**config.mk**
```make
export PLATFORM = sky130hd
export DESIGN_NAME = fft_stage3
export DESIGN_NICKNAME = d
export VERILOG_FILES = /design/src/rtl/fft_pkg.sv /design/src/rtl/fft_bf_scale.sv /design/src/rtl/fft_stage3.sv
export SDC_FILE = /design/constraint.sdc
export NUM_CORES = 1
export LEC_CHECK = 0
export BUFFER_PORTS_ARGS = -buffer_cell sky130_fd_sc_hd__buf_2
export CAP_MARGIN = 20
export CORE_UTILIZATION = 30
export CTS_BUF_LIST = sky130_fd_sc_hd__clkbuf_4 sky130_fd_sc_hd__clkbuf_8 sky130_fd_sc_hd__clkbuf_16
export CTS_CLUSTER_SIZE = 24
export DETAILED_ROUTE_END_ITERATION = 12
export GPL_TIMING_DRIVEN = 0
export PLACE_DENSITY = 0.43
export SETUP_SLACK_MARGIN = 0.5
export SLEW_MARGIN = 20
export SYNTH_ARGS = -nofsm -noshare
export SYNTH_HDL_FRONTEND = slang
export SYNTH_HIERARCHICAL = 1
export SYNTH_SLANG_ARGS = --single-unit
```
**constraint.sdc**
```tcl
create_clock -name clk -period 7.66 [get_ports clk]
set_input_delay 1.149 -clock clk [delete_from_list [all_inputs] [get_ports clk]]
set_output_delay 1.149 -clock clk [all_outputs]
set_load 0.03 [all_outputs]
```
**src/rtl/fft_pkg.sv**
```systemverilog
// Shared constants, state encoding and helpers for the FFT datapath stages.
package fft_pkg;

  localparam int unsigned W   = 16;
  localparam int unsigned NPT = 8;

  localparam logic signed [W-1:0] SAT_MAX = {1'b0, {(W-1){1'b1}}};
  localparam logic signed [W-1:0] SAT_MIN = {1'b1, {(W-1){1'b0}}};

  typedef enum logic [1:0] {
    IDLE  = 2'd0,
    BFLY  = 2'd1,
    DRAIN = 2'd2
  } state_e;

  typedef struct packed {
    logic         sat;
    logic [W-1:0] im;
    logic [W-1:0] re;
  } bin_t;

  // Bit-reversed index for an 8-point transform.
  function automatic logic [2:0] bitrev3(input logic [2:0] k);
    return {k[0], k[1], k[2]};
  endfunction

endpackage

```
**src/rtl/fft_bf_scale.sv**
```systemverilog
// One complex radix-2 butterfly (a+b, a-b) with round, shift and saturate.
module fft_bf_scale
  import fft_pkg::*;
#(
  parameter int unsigned SHIFT = 1
) (
  input  logic [W-1:0] a_re_i,
  input  logic [W-1:0] a_im_i,
  input  logic [W-1:0] b_re_i,
  input  logic [W-1:0] b_im_i,
  output logic [W-1:0] sum_re_o,
  output logic [W-1:0] sum_im_o,
  output logic         sum_sat_o,
  output logic [W-1:0] dif_re_o,
  output logic [W-1:0] dif_im_o,
  output logic         dif_sat_o
);

  localparam int unsigned WS = W + 1;
  // Two guard bits: the rounding add on a full-scale difference needs one more.
  localparam int unsigned WR = W + 2;
  localparam logic signed [WR-1:0] LIM_HI = $signed({2'b00, SAT_MAX});
  localparam logic signed [WR-1:0] LIM_LO = $signed({2'b11, SAT_MIN});

  // Returns {clipped, value} for one component.
  function automatic logic [W:0] scale_sat(input logic signed [WS-1:0] x);
    logic signed [WR-1:0] r;
    logic [W:0]           res;
    r = ($signed({x[WS-1], x}) + $signed({{(WR-1){1'b0}}, (SHIFT != 0)})) >>> SHIFT;
    if (r > LIM_HI) begin
      res = {1'b1, SAT_MAX};
    end else if (r < LIM_LO) begin
      res = {1'b1, SAT_MIN};
    end else begin
      res = {1'b0, r[W-1:0]};
    end
    return res;
  endfunction

  logic signed [WS-1:0] s_re, s_im, d_re, d_im;
  logic [W:0]           s_re_r, s_im_r, d_re_r, d_im_r;

  // Full-precision sum/difference, then per-component scaling.
  always_comb begin
    s_re   = $signed({a_re_i[W-1], a_re_i}) + $signed({b_re_i[W-1], b_re_i});
    s_im   = $signed({a_im_i[W-1], a_im_i}) + $signed({b_im_i[W-1], b_im_i});
    d_re   = $signed({a_re_i[W-1], a_re_i}) - $signed({b_re_i[W-1], b_re_i});
    d_im   = $signed({a_im_i[W-1], a_im_i}) - $signed({b_im_i[W-1], b_im_i});
    s_re_r = scale_sat(s_re);
    s_im_r = scale_sat(s_im);
    d_re_r = scale_sat(d_re);
    d_im_r = scale_sat(d_im);
  end

  assign sum_re_o  = s_re_r[W-1:0];
  assign sum_im_o  = s_im_r[W-1:0];
  assign sum_sat_o = s_re_r[W] | s_im_r[W];
  assign dif_re_o  = d_re_r[W-1:0];
  assign dif_im_o  = d_im_r[W-1:0];
  assign dif_sat_o = d_re_r[W] | d_im_r[W];

endmodule

```
**src/rtl/fft_stage3.sv**
```systemverilog
// Final FFT butterfly stage: four scaled butterflies, bit-reverse reorder and
// a natural-order serializer with valid/ready handshake.
module fft_stage3
  import fft_pkg::*;
#(
  parameter int unsigned SHIFT = 1
) (
  input  logic         clk,
  input  logic         rst,
  input  logic         in_valid,
  output logic         in_ready,
  input  logic [W-1:0] cr0,
  input  logic [W-1:0] cr1,
  input  logic [W-1:0] cr2,
  input  logic [W-1:0] cr3,
  input  logic [W-1:0] cr4,
  input  logic [W-1:0] cr5,
  input  logic [W-1:0] cr6,
  input  logic [W-1:0] cr7,
  input  logic [W-1:0] ci0,
  input  logic [W-1:0] ci1,
  input  logic [W-1:0] ci2,
  input  logic [W-1:0] ci3,
  input  logic [W-1:0] ci4,
  input  logic [W-1:0] ci5,
  input  logic [W-1:0] ci6,
  input  logic [W-1:0] ci7,
  output logic         out_valid,
  input  logic         out_ready,
  output logic [W-1:0] out_re,
  output logic [W-1:0] out_im,
  output logic [2:0]   out_idx,
  output logic         out_last,
  output logic         out_sat
);

  localparam logic [2:0] IDX_LAST = 3'(NPT - 1);

  state_e state_q, state_d;
  logic [2:0] idx_q, idx_d, idx_inc;
  logic       accept, load_res;

  logic [W-1:0] in_re_q [NPT];
  logic [W-1:0] in_im_q [NPT];
  bin_t         res_q   [NPT];
  bin_t         bin_nat [NPT];

  logic [NPT-1:0][W-1:0] d_re, d_im;
  logic [NPT-1:0]        d_sat;

  bin_t out_q, out_d;
  logic out_valid_q, out_valid_d;
  logic out_last_q, out_last_d;

  assign in_ready = (state_q == IDLE) |
                    ((state_q == DRAIN) & (idx_q == IDX_LAST) & out_ready);
  assign accept   = in_valid & in_ready;
  assign idx_inc  = idx_q + 3'd1;

  // Four butterflies on adjacent pairs of the captured frame.
  for (genvar m = 0; m < NPT / 2; m++) begin : g_bf
    fft_bf_scale #(.SHIFT(SHIFT)) u_bf (
      .a_re_i   (in_re_q[2*m]),
      .a_im_i   (in_im_q[2*m]),
      .b_re_i   (in_re_q[2*m+1]),
      .b_im_i   (in_im_q[2*m+1]),
      .sum_re_o (d_re[2*m]),
      .sum_im_o (d_im[2*m]),
      .sum_sat_o(d_sat[2*m]),
      .dif_re_o (d_re[2*m+1]),
      .dif_im_o (d_im[2*m+1]),
      .dif_sat_o(d_sat[2*m+1])
    );
  end

  // Undo bit-reversed order: X[k] = d[bitrev3(k)].
  always_comb begin
    for (int k = 0; k < NPT; k++) begin
      bin_nat[k].re  = d_re[bitrev3(3'(k))];
      bin_nat[k].im  = d_im[bitrev3(3'(k))];
      bin_nat[k].sat = d_sat[bitrev3(3'(k))];
    end
  end

  // Next-state, beat index and output register loading.
  always_comb begin
    state_d     = state_q;
    idx_d       = idx_q;
    load_res    = 1'b0;
    out_d       = out_q;
    out_valid_d = out_valid_q;
    out_last_d  = out_last_q;
    unique case (state_q)
      IDLE: begin
        if (accept) state_d = BFLY;
      end
      BFLY: begin
        state_d     = DRAIN;
        idx_d       = '0;
        load_res    = 1'b1;
        out_valid_d = 1'b1;
        out_d       = bin_nat[0];
        out_last_d  = 1'b0;
      end
      DRAIN: begin
        if (out_ready) begin
          if (idx_q == IDX_LAST) begin
            idx_d       = '0;
            out_valid_d = 1'b0;
            out_d       = '0;
            out_last_d  = 1'b0;
            state_d     = accept ? BFLY : IDLE;
          end else begin
            idx_d      = idx_inc;
            out_d      = res_q[idx_inc];
            out_last_d = (idx_inc == IDX_LAST);
          end
        end
      end
      default: state_d = IDLE;
    endcase
  end

  // Control and output registers.
  always_ff @(posedge clk or negedge rst) begin
    if (!rst) begin
      state_q     <= IDLE;
      idx_q       <= '0;
      out_q       <= '0;
      out_valid_q <= 1'b0;
      out_last_q  <= 1'b0;
    end else begin
      state_q     <= state_d;
      idx_q       <= idx_d;
      out_q       <= out_d;
      out_valid_q <= out_valid_d;
      out_last_q  <= out_last_d;
    end
  end

  // Input frame capture on accept.
  always_ff @(posedge clk or negedge rst) begin
    if (!rst) begin
      for (int k = 0; k < NPT; k++) begin
        in_re_q[k] <= '0;
        in_im_q[k] <= '0;
      end
    end else if (accept) begin
      in_re_q[0] <= cr0; in_im_q[0] <= ci0;
      in_re_q[1] <= cr1; in_im_q[1] <= ci1;
      in_re_q[2] <= cr2; in_im_q[2] <= ci2;
      in_re_q[3] <= cr3; in_im_q[3] <= ci3;
      in_re_q[4] <= cr4; in_im_q[4] <= ci4;
      in_re_q[5] <= cr5; in_im_q[5] <= ci5;
      in_re_q[6] <= cr6; in_im_q[6] <= ci6;
      in_re_q[7] <= cr7; in_im_q[7] <= ci7;
    end
  end

  // Natural-order result buffer, written in the butterfly cycle.
  always_ff @(posedge clk or negedge rst) begin
    if (!rst) begin
      for (int k = 0; k < NPT; k++) res_q[k] <= '0;
    end else if (load_res) begin
      for (int k = 0; k < NPT; k++) res_q[k] <= bin_nat[k];
    end
  end

  assign out_valid = out_valid_q;
  assign out_re    = out_q.re;
  assign out_im    = out_q.im;
  assign out_sat   = out_q.sat;
  assign out_idx   = idx_q;
  assign out_last  = out_last_q;

endmodule

```
==> results.toml, run 1 <==
[placed_design]
io_buffers = 298
gp_congestion = 0.901
hpwl_mm = 108

[floorplan]
die_w_um = 367
initial_core_util_pct = 30.3
coreArea_sq_mm = 0.132
io_pins = 299
die_y_um = 367
core.rowCount = 133
dieArea_sq_mm = 0.135

[job]
max_cap_viol_count = 0

[cts]
path_clk_slew_ns = 0.06
cts_buffers = 74
tritoncts = "yes"
clk_latency_ns = 0.67
h-tree-depth = 3
root_buffer = "clkbuf_16"
cts_resized = 0
clockBufferDepth = 3
numClockSinks = 560
post-cts-setup-buffers = 0
holdBufCountCts = 0

[synthesis]
synth_top_area_share_pct = 35.0
synthXorXnorAreaFrac_pct = 4.39
ys_types = 118
synth.area.top_cells = "dfrtp_1 (35%), ha_1 (12%), nand2_1 (8.3%)"
ys_seq_elements = 560
synth-main-ff-cell = "dfrtp_1"
synth_area_sq_mm = 0.0400
synth_area_leader_cell = "dfrtp_1"
ys_warn_count = 6
postSynthAreaPerCell_sq_um = 9.28
synth_fa_ha_area_share_pct = 12.9
synth-edff-count = 0
synth_fp_nets = 4962
synthMuxAreaShare_pct = 11.3
synth_cells = 4315
postSynth.asyncResetShare_pct = 100
ys_seq_area_share_pct = 35.0
synthSimpleGateAreaFrac_pct = 15.0
synth_top_family_by_area = "compound AO/OA/AOI/OAI gates"
synth-compound-area-share_pct = 16.1

[timing]
finalSetupViolCount = 0
relSlewSlack_pct = 35.5
post-route-min-period_ns = 3.79
tightest_slew_ns = 0.965
final-hold-violation-count = 0
rsz0062_at_grt = "no"
fmax_mhz = 264
slew_viol_final = 0
finalClockSkew_ns = 0.0216
fin_crit_sh_pct = 49.5

[finish]
syn_to_final_growth_pct = 16.1
nNetsFinal = 5343
drive_gt1_share_pct = 15.9
final_core_util_pct = 35.2

[route]
vias = 32100
drc_errors = 0
drt_iter0_markers = 2036
routedWlPerCell_um = 20.4
vias_per_cell = 4.92
first_pass_iters = 5
drt-total-wl_mm = 133
antenna_left = 0

[critical_path]
crit_fanout = 10
r2r-start = "in_im_q[81]$_DFFE_PN0P_"
r2r-end = "res_q[52]$_DFFE_PN0P_"
critPathLaunchType = "flop"
cp.required_ns = 8.26
end_kind = "flop"
worstPathArrival_ns = 4.40
timing.reg2reg.setup_slack_ns = 3.87
r2r_cells = 16
worstSetupPathType = "flop to flop"

[global_routing]
overflow = 0
grt_max_degree = 91
grt_pass1_vias = 32100
grt_use_total_pct = 19.7
antenna_found_initial = 9
grt_pass1_wl_mm = 203

[hold_path]
min_path_type = "input port to async pin"

[outcome]
status = "finished clean"
==> cells by family after synthesis <==
group           count (synthesis)
simple gates                 1395
xor+xnor                      198
compound gates                951
flops                         560
mux                           336
fa+ha+maj                     407
buf+inv                       468
==> critical path, cell delays in order, from the launching register on <==
cell and delay, ns:
dfrtp_1 0.46, inv_1 0.08, ha_1 0.31, inv_1 0.06, ha_1 0.18, inv_1 0.07, fa_1 0.40, nand2b_1 0.20
a21oi_2 0.20, o41a_4 0.20, a41oi_4 0.16, o32ai_4 0.58, nand2_2 0.12, buf_2 0.21, a21oi_1 0.27, nand2_1 0.13
nand2_1 0.08
==> final cells by class <==
type,count,area (sq um)
buffer,178,1030
antenna,2,5.00
clock inverter,28,310
sequential,560,14000
multi-input combinational,3287,23900
inverter,290,1090
clock buffer,109,2240
tap,1755,2200
timing repair buffer,305,1690
fill,13800,85500
==> cell usage in the layout, fill, tap and decap left out, types with 29 or more instances in the layout <==
cell | netlist | final
nand2_1 | 890 | 890
o31ai_1 | 35 | 35
mux2_1 | 229 | 229
buf_6 | 34 | 34
nand2b_1 | 47 | 47
inv_1 | 288 | 288
o21bai_1 | 38 | 38
clkbuf_16 | 0 | 77
a21o_1 | 51 | 51
mux4_2 | 66 | 66
a22oi_1 | 36 | 36
xnor2_1 | 117 | 117
clkbuf_1 | 63 | 61
buf_2 | 68 | 365
nor2b_1 | 36 | 36
nor3_1 | 79 | 79
o21ai_0 | 180 | 180
dfrtp_1 | 560 | 560
xor2_1 | 78 | 78
nor2_1 | 181 | 181
ha_1 | 371 | 371
mux2_2 | 29 | 29
nand3_1 | 36 | 36
a21oi_1 | 304 | 304
==> cell usage after synthesis (21+ instances only) <==
library cell and number:
mux2_2 29, clkbuf_1 63, o21ai_0 180, mux4_2 66, o21a_1 21, o31ai_1 35
a22oi_1 36, dfrtp_1 560, xnor2_1 117, nand3_1 36, ha_1 371, o211ai_1 25
a21oi_1 304, mux2_1 229, nor3_1 79, a21o_1 51, a31oi_1 27, nand2b_1 47
buf_2 68, o21bai_1 38, buf_6 34, nor2_1 181, nand2_1 890, nor2b_1 36
xor2_1 78, inv_1 288
==> sequential cells by signal, indices dropped and copies added (netlist names) <==
register and cells:
out_valid 1, in_im_q 128, out_sat 1, out_last 1, in_re_q 128, out_re 16
state_q 2, out_im 16, res_q 264, out_idx 3
==> worst max path at each step <==
stage / cells past startpoint / start / slack [ns] / to
4_1_cts: 16 / in_im_q[113]$_DFFE_PN0P_ / 3.87 / res_q[115]$_DFFE_PN0P_
5_1_grt: 16 / in_im_q[113]$_DFFE_PN0P_ / 3.65 / res_q[116]$_DFFE_PN0P_
2_1_floorplan: 16 / in_im_q[81]$_DFFE_PN0P_ / 4.63 / res_q[56]$_DFFE_PN0P_
3_3_place_gp: 1 / rst / -7.48 / in_im_q[14]$_DFFE_PN0P_
3_5_place_dp: 16 / in_im_q[113]$_DFFE_PN0P_ / 3.88 / res_q[115]$_DFFE_PN0P_
6_report: 16 / in_im_q[81]$_DFFE_PN0P_ / 3.87 / res_q[52]$_DFFE_PN0P_
==> metrics by stage <==
step                setup slack [ns]  hold WS [ns]  cells  area, sq um  setup TNS, ns
floorplan                       4.63         0.440   4315        40000              0
global placement               -7.48         0.453   6368        43700       -4117.69
detailed placement              3.88         0.458   6375        43900              0
CTS                             3.87         0.384   6512        46500              0
global route                    3.65         0.410   6512        46500              0
finish                          3.87         0.414   6514        46500              0
==> routing by layer <==
| layer | vias to the layer above | share of wire (%) | global-route usage, % |
|---|---|---|---|
| li1 | 15800 | - | - |
| met1 | 15400 | 50 | 29.1 |
| met2 | 657 | 43 | 29.8 |
| met3 | 123 | 4.6 | 2.95 |
| met4 | 8 | 2.3 | 4.70 |
| met5 | - | 0.032 | 0 |
Power of run 1 is not shown: default switching activity piles up to over one toggle a cycle in this logic, so the estimate is an artifact.
==> run 2, diff against run 1 <==
--- a/config.mk
+++ b/config.mk
@@ -12,7 +12,7 @@
 export CTS_CLUSTER_SIZE = 24
 export DETAILED_ROUTE_END_ITERATION = 12
 export GPL_TIMING_DRIVEN = 0
-export PLACE_DENSITY = 0.43
+export PLACE_DENSITY = 0.44
 export SETUP_SLACK_MARGIN = 0.5
 export SLEW_MARGIN = 20
 export SYNTH_ARGS = -nofsm -noshare
==> constraint.sdc (replaced) <==
create_clock -name clk -period 3.4 [get_ports clk]
set_input_delay 0.51 -clock clk [delete_from_list [all_inputs] [get_ports clk]]
set_output_delay 0.51 -clock clk [all_outputs]
set_load 0.03 [all_outputs]
==> run 2 against run 1 <==
  * Register-to-register slack worse by 3.5 ns
  * Cell area rose by 14%
  * Fmax increased by 24%
  * Non-clock buffer count is 235 higher
  * Sequential share of layout area shrank 3.5 points
  * Clock-buffer cell count shrank 8
  * Wire length up 4.8%
  * Core utilization increased by 4.8 points
==> results.toml, run 2 (synthesized netlist as in run 1, its figures left out) <==
[outcome]
status = "finished clean"

[hold_path]
hold_path_depth = 2
worstHoldEndpoint = "in_im_q[38]$_DFFE_PN0P_"
hold_start = "ci5[6]"
min_path_type = "input port to flop"

[cts]
cts_buffers = 74
path_clk_slew_ns = 0.06
clockBufferDepth = 3
clk_latency_ns = 0.68
tritoncts = "yes"
numClockSinks = 560
root_buffer = "clkbuf_16"
h-tree-depth = 3

[finish]
syn_to_final_growth_pct = 31.8
final_common_cell = "nand2_1"
reg_top3 = "res_q: 264 flops, in_im_q: 128 flops, in_re_q: 128 flops"
nNetsFinal = 5578
drive_gt1_share_pct = 31.3
largest-register = "res_q"
final_cell_mix = "nand2_1 (861), dfrtp_1 (541), buf_2 (356)"
largest_reg_flops = 264

[timing]
slew_viol_final = 0
finalSetupViolCount = 0
rsz0062_at_grt = "yes"
post-route-min-period_ns = 3.06
fmax_mhz = 327
finalClockSkew_ns = 0.0262
final-hold-violation-count = 0
fin_crit_sh_pct = 89.9
tightest_slew_ns = 0.790
worst_hold_slack_ns = 0.0517
relSlewSlack_pct = 47.3

[floorplan]
core.rowCount = 133
initial_core_util_pct = 30.3
dieArea_sq_mm = 0.135
coreArea_sq_mm = 0.132
die_y_um = 367
io_pins = 299
die_w_um = 367

[route]
drt_iter0_markers = 2082
drc_errors = 0
vias = 33500
vias_per_cell = 4.96
drt-total-wl_mm = 139
first_pass_iters = 5
antenna_left = 0
routedWlPerCell_um = 20.7

[global_routing]
grt_pass1_wl_mm = 209
antenna_found_initial = 9
grt_use_total_pct = 20.2
grt_max_degree = 89
grt_pass1_vias = 33100
overflow = 0

[placed_design]
io_buffers = 298
gp_congestion = 0.898
hpwl_mm = 108

[critical_path]
critPathLaunchType = "flop"
r2r-end = "res_q[74]$_DFFE_PN0P_"
worstPathArrival_ns = 3.63
timing.reg2reg.setup_slack_ns = 0.34
end_kind = "flop"
cp.required_ns = 3.97
worstSetupPathType = "flop to flop"
r2r_cells = 16
crit_fanout = 4
r2r-start = "in_re_q[33]$_DFFE_PN0P_"

[job]
max_cap_viol_count = 0
[run 2: cell types whose count changed in the layout (fill, tap and decap cells not counted), sizes merged]
cell	previous run	this run
clkbuf	174	162
inv	291	293
bufinv	4	5
dlygate4sd3	0	10
clkinv	16	20
clkinvlp	7	6
diode	2	1
buf	418	647
[run 2: worst max-delay path by stage]
stage	start	end	slack, ns
after floorplan	in_im_q[17]$_DFFE_PN0P_	res_q[29]$_DFFE_PN0P_	0.45
after global placement	rst	in_im_q[14]$_DFFE_PN0P_	-10.96
after detailed placement	in_im_q[113]$_DFFE_PN0P_	res_q[116]$_DFFE_PN0P_	-0.24
after CTS	in_re_q[49]$_DFFE_PN0P_	res_q[98]$_DFFE_PN0P_	0.23
after global routing	in_re_q[113]$_DFFE_PN0P_	res_q[131]$_DFFE_PN0P_	0.20
final	in_re_q[33]$_DFFE_PN0P_	res_q[74]$_DFFE_PN0P_	0.34
[run 2: worst max-delay path, stage by stage (launching register included)]
cell and delay, ns:
dfrtp_2 0.43, ha_4 0.28, inv_2 0.04, ha_4 0.16
buf_6 0.12, a211oi_4 0.26, o211ai_2 0.12, and3_4 0.19
a31o_4 0.24, o31ai_4 0.21, buf_6 0.14, mux2i_4 0.30
buf_4 0.17, buf_6 0.11, a21oi_2 0.05, nand2_1 0.09
nand2_1 0.05
[run 2: layer usage]
metal,wire [um],GRT usage (%)
met5,40,0
met4,3000,5.10
met3,6080,2.82
met2,61800,31.2
met1,68600,29.4
[run 2: per-stage QoR]
stage / cells / utilization [%] / setup TNS, ns / worst slack [ns] / cell area, sq um
after detailed placement: 6375 / 33.5 / -3.33 / -0.236 / 44200
after global routing: 6745 / 40.0 / 0 / 0.204 / 52800
final: 6746 / 40.0 / 0 / 0.342 / 52800
after floorplan: 4315 / - / 0 / 0.451 / 40300
after global placement: 6368 / 33.4 / -6101.33 / -10.96 / 44000
after CTS: 6652 / 37.9 / 0 / 0.227 / 50000
[run 2: final cells by class]
type	count	area, sq um
Buffer	178	1220
Clock buffer	101	2190
Clock inverter	34	370
Sequential cell	560	14000
Inverter	290	1100
Antenna cell	1	2.50
Fill cell	13300	79200
Timing Repair Buffer	540	3850
Tap cell	1755	2200
Multi-Input combinational cell	3287	27800
[run 2: repair_timing]
action,CTS,global route
gates cloned,13,3
hold buffers,10,0
resized for setup,453,471
endpoints found under the setup margin,227,215
buffers inserted,119,90
pin swaps,162,238
endpoints found under the hold margin,58,0
Power of run 2 is left out for the same reason.
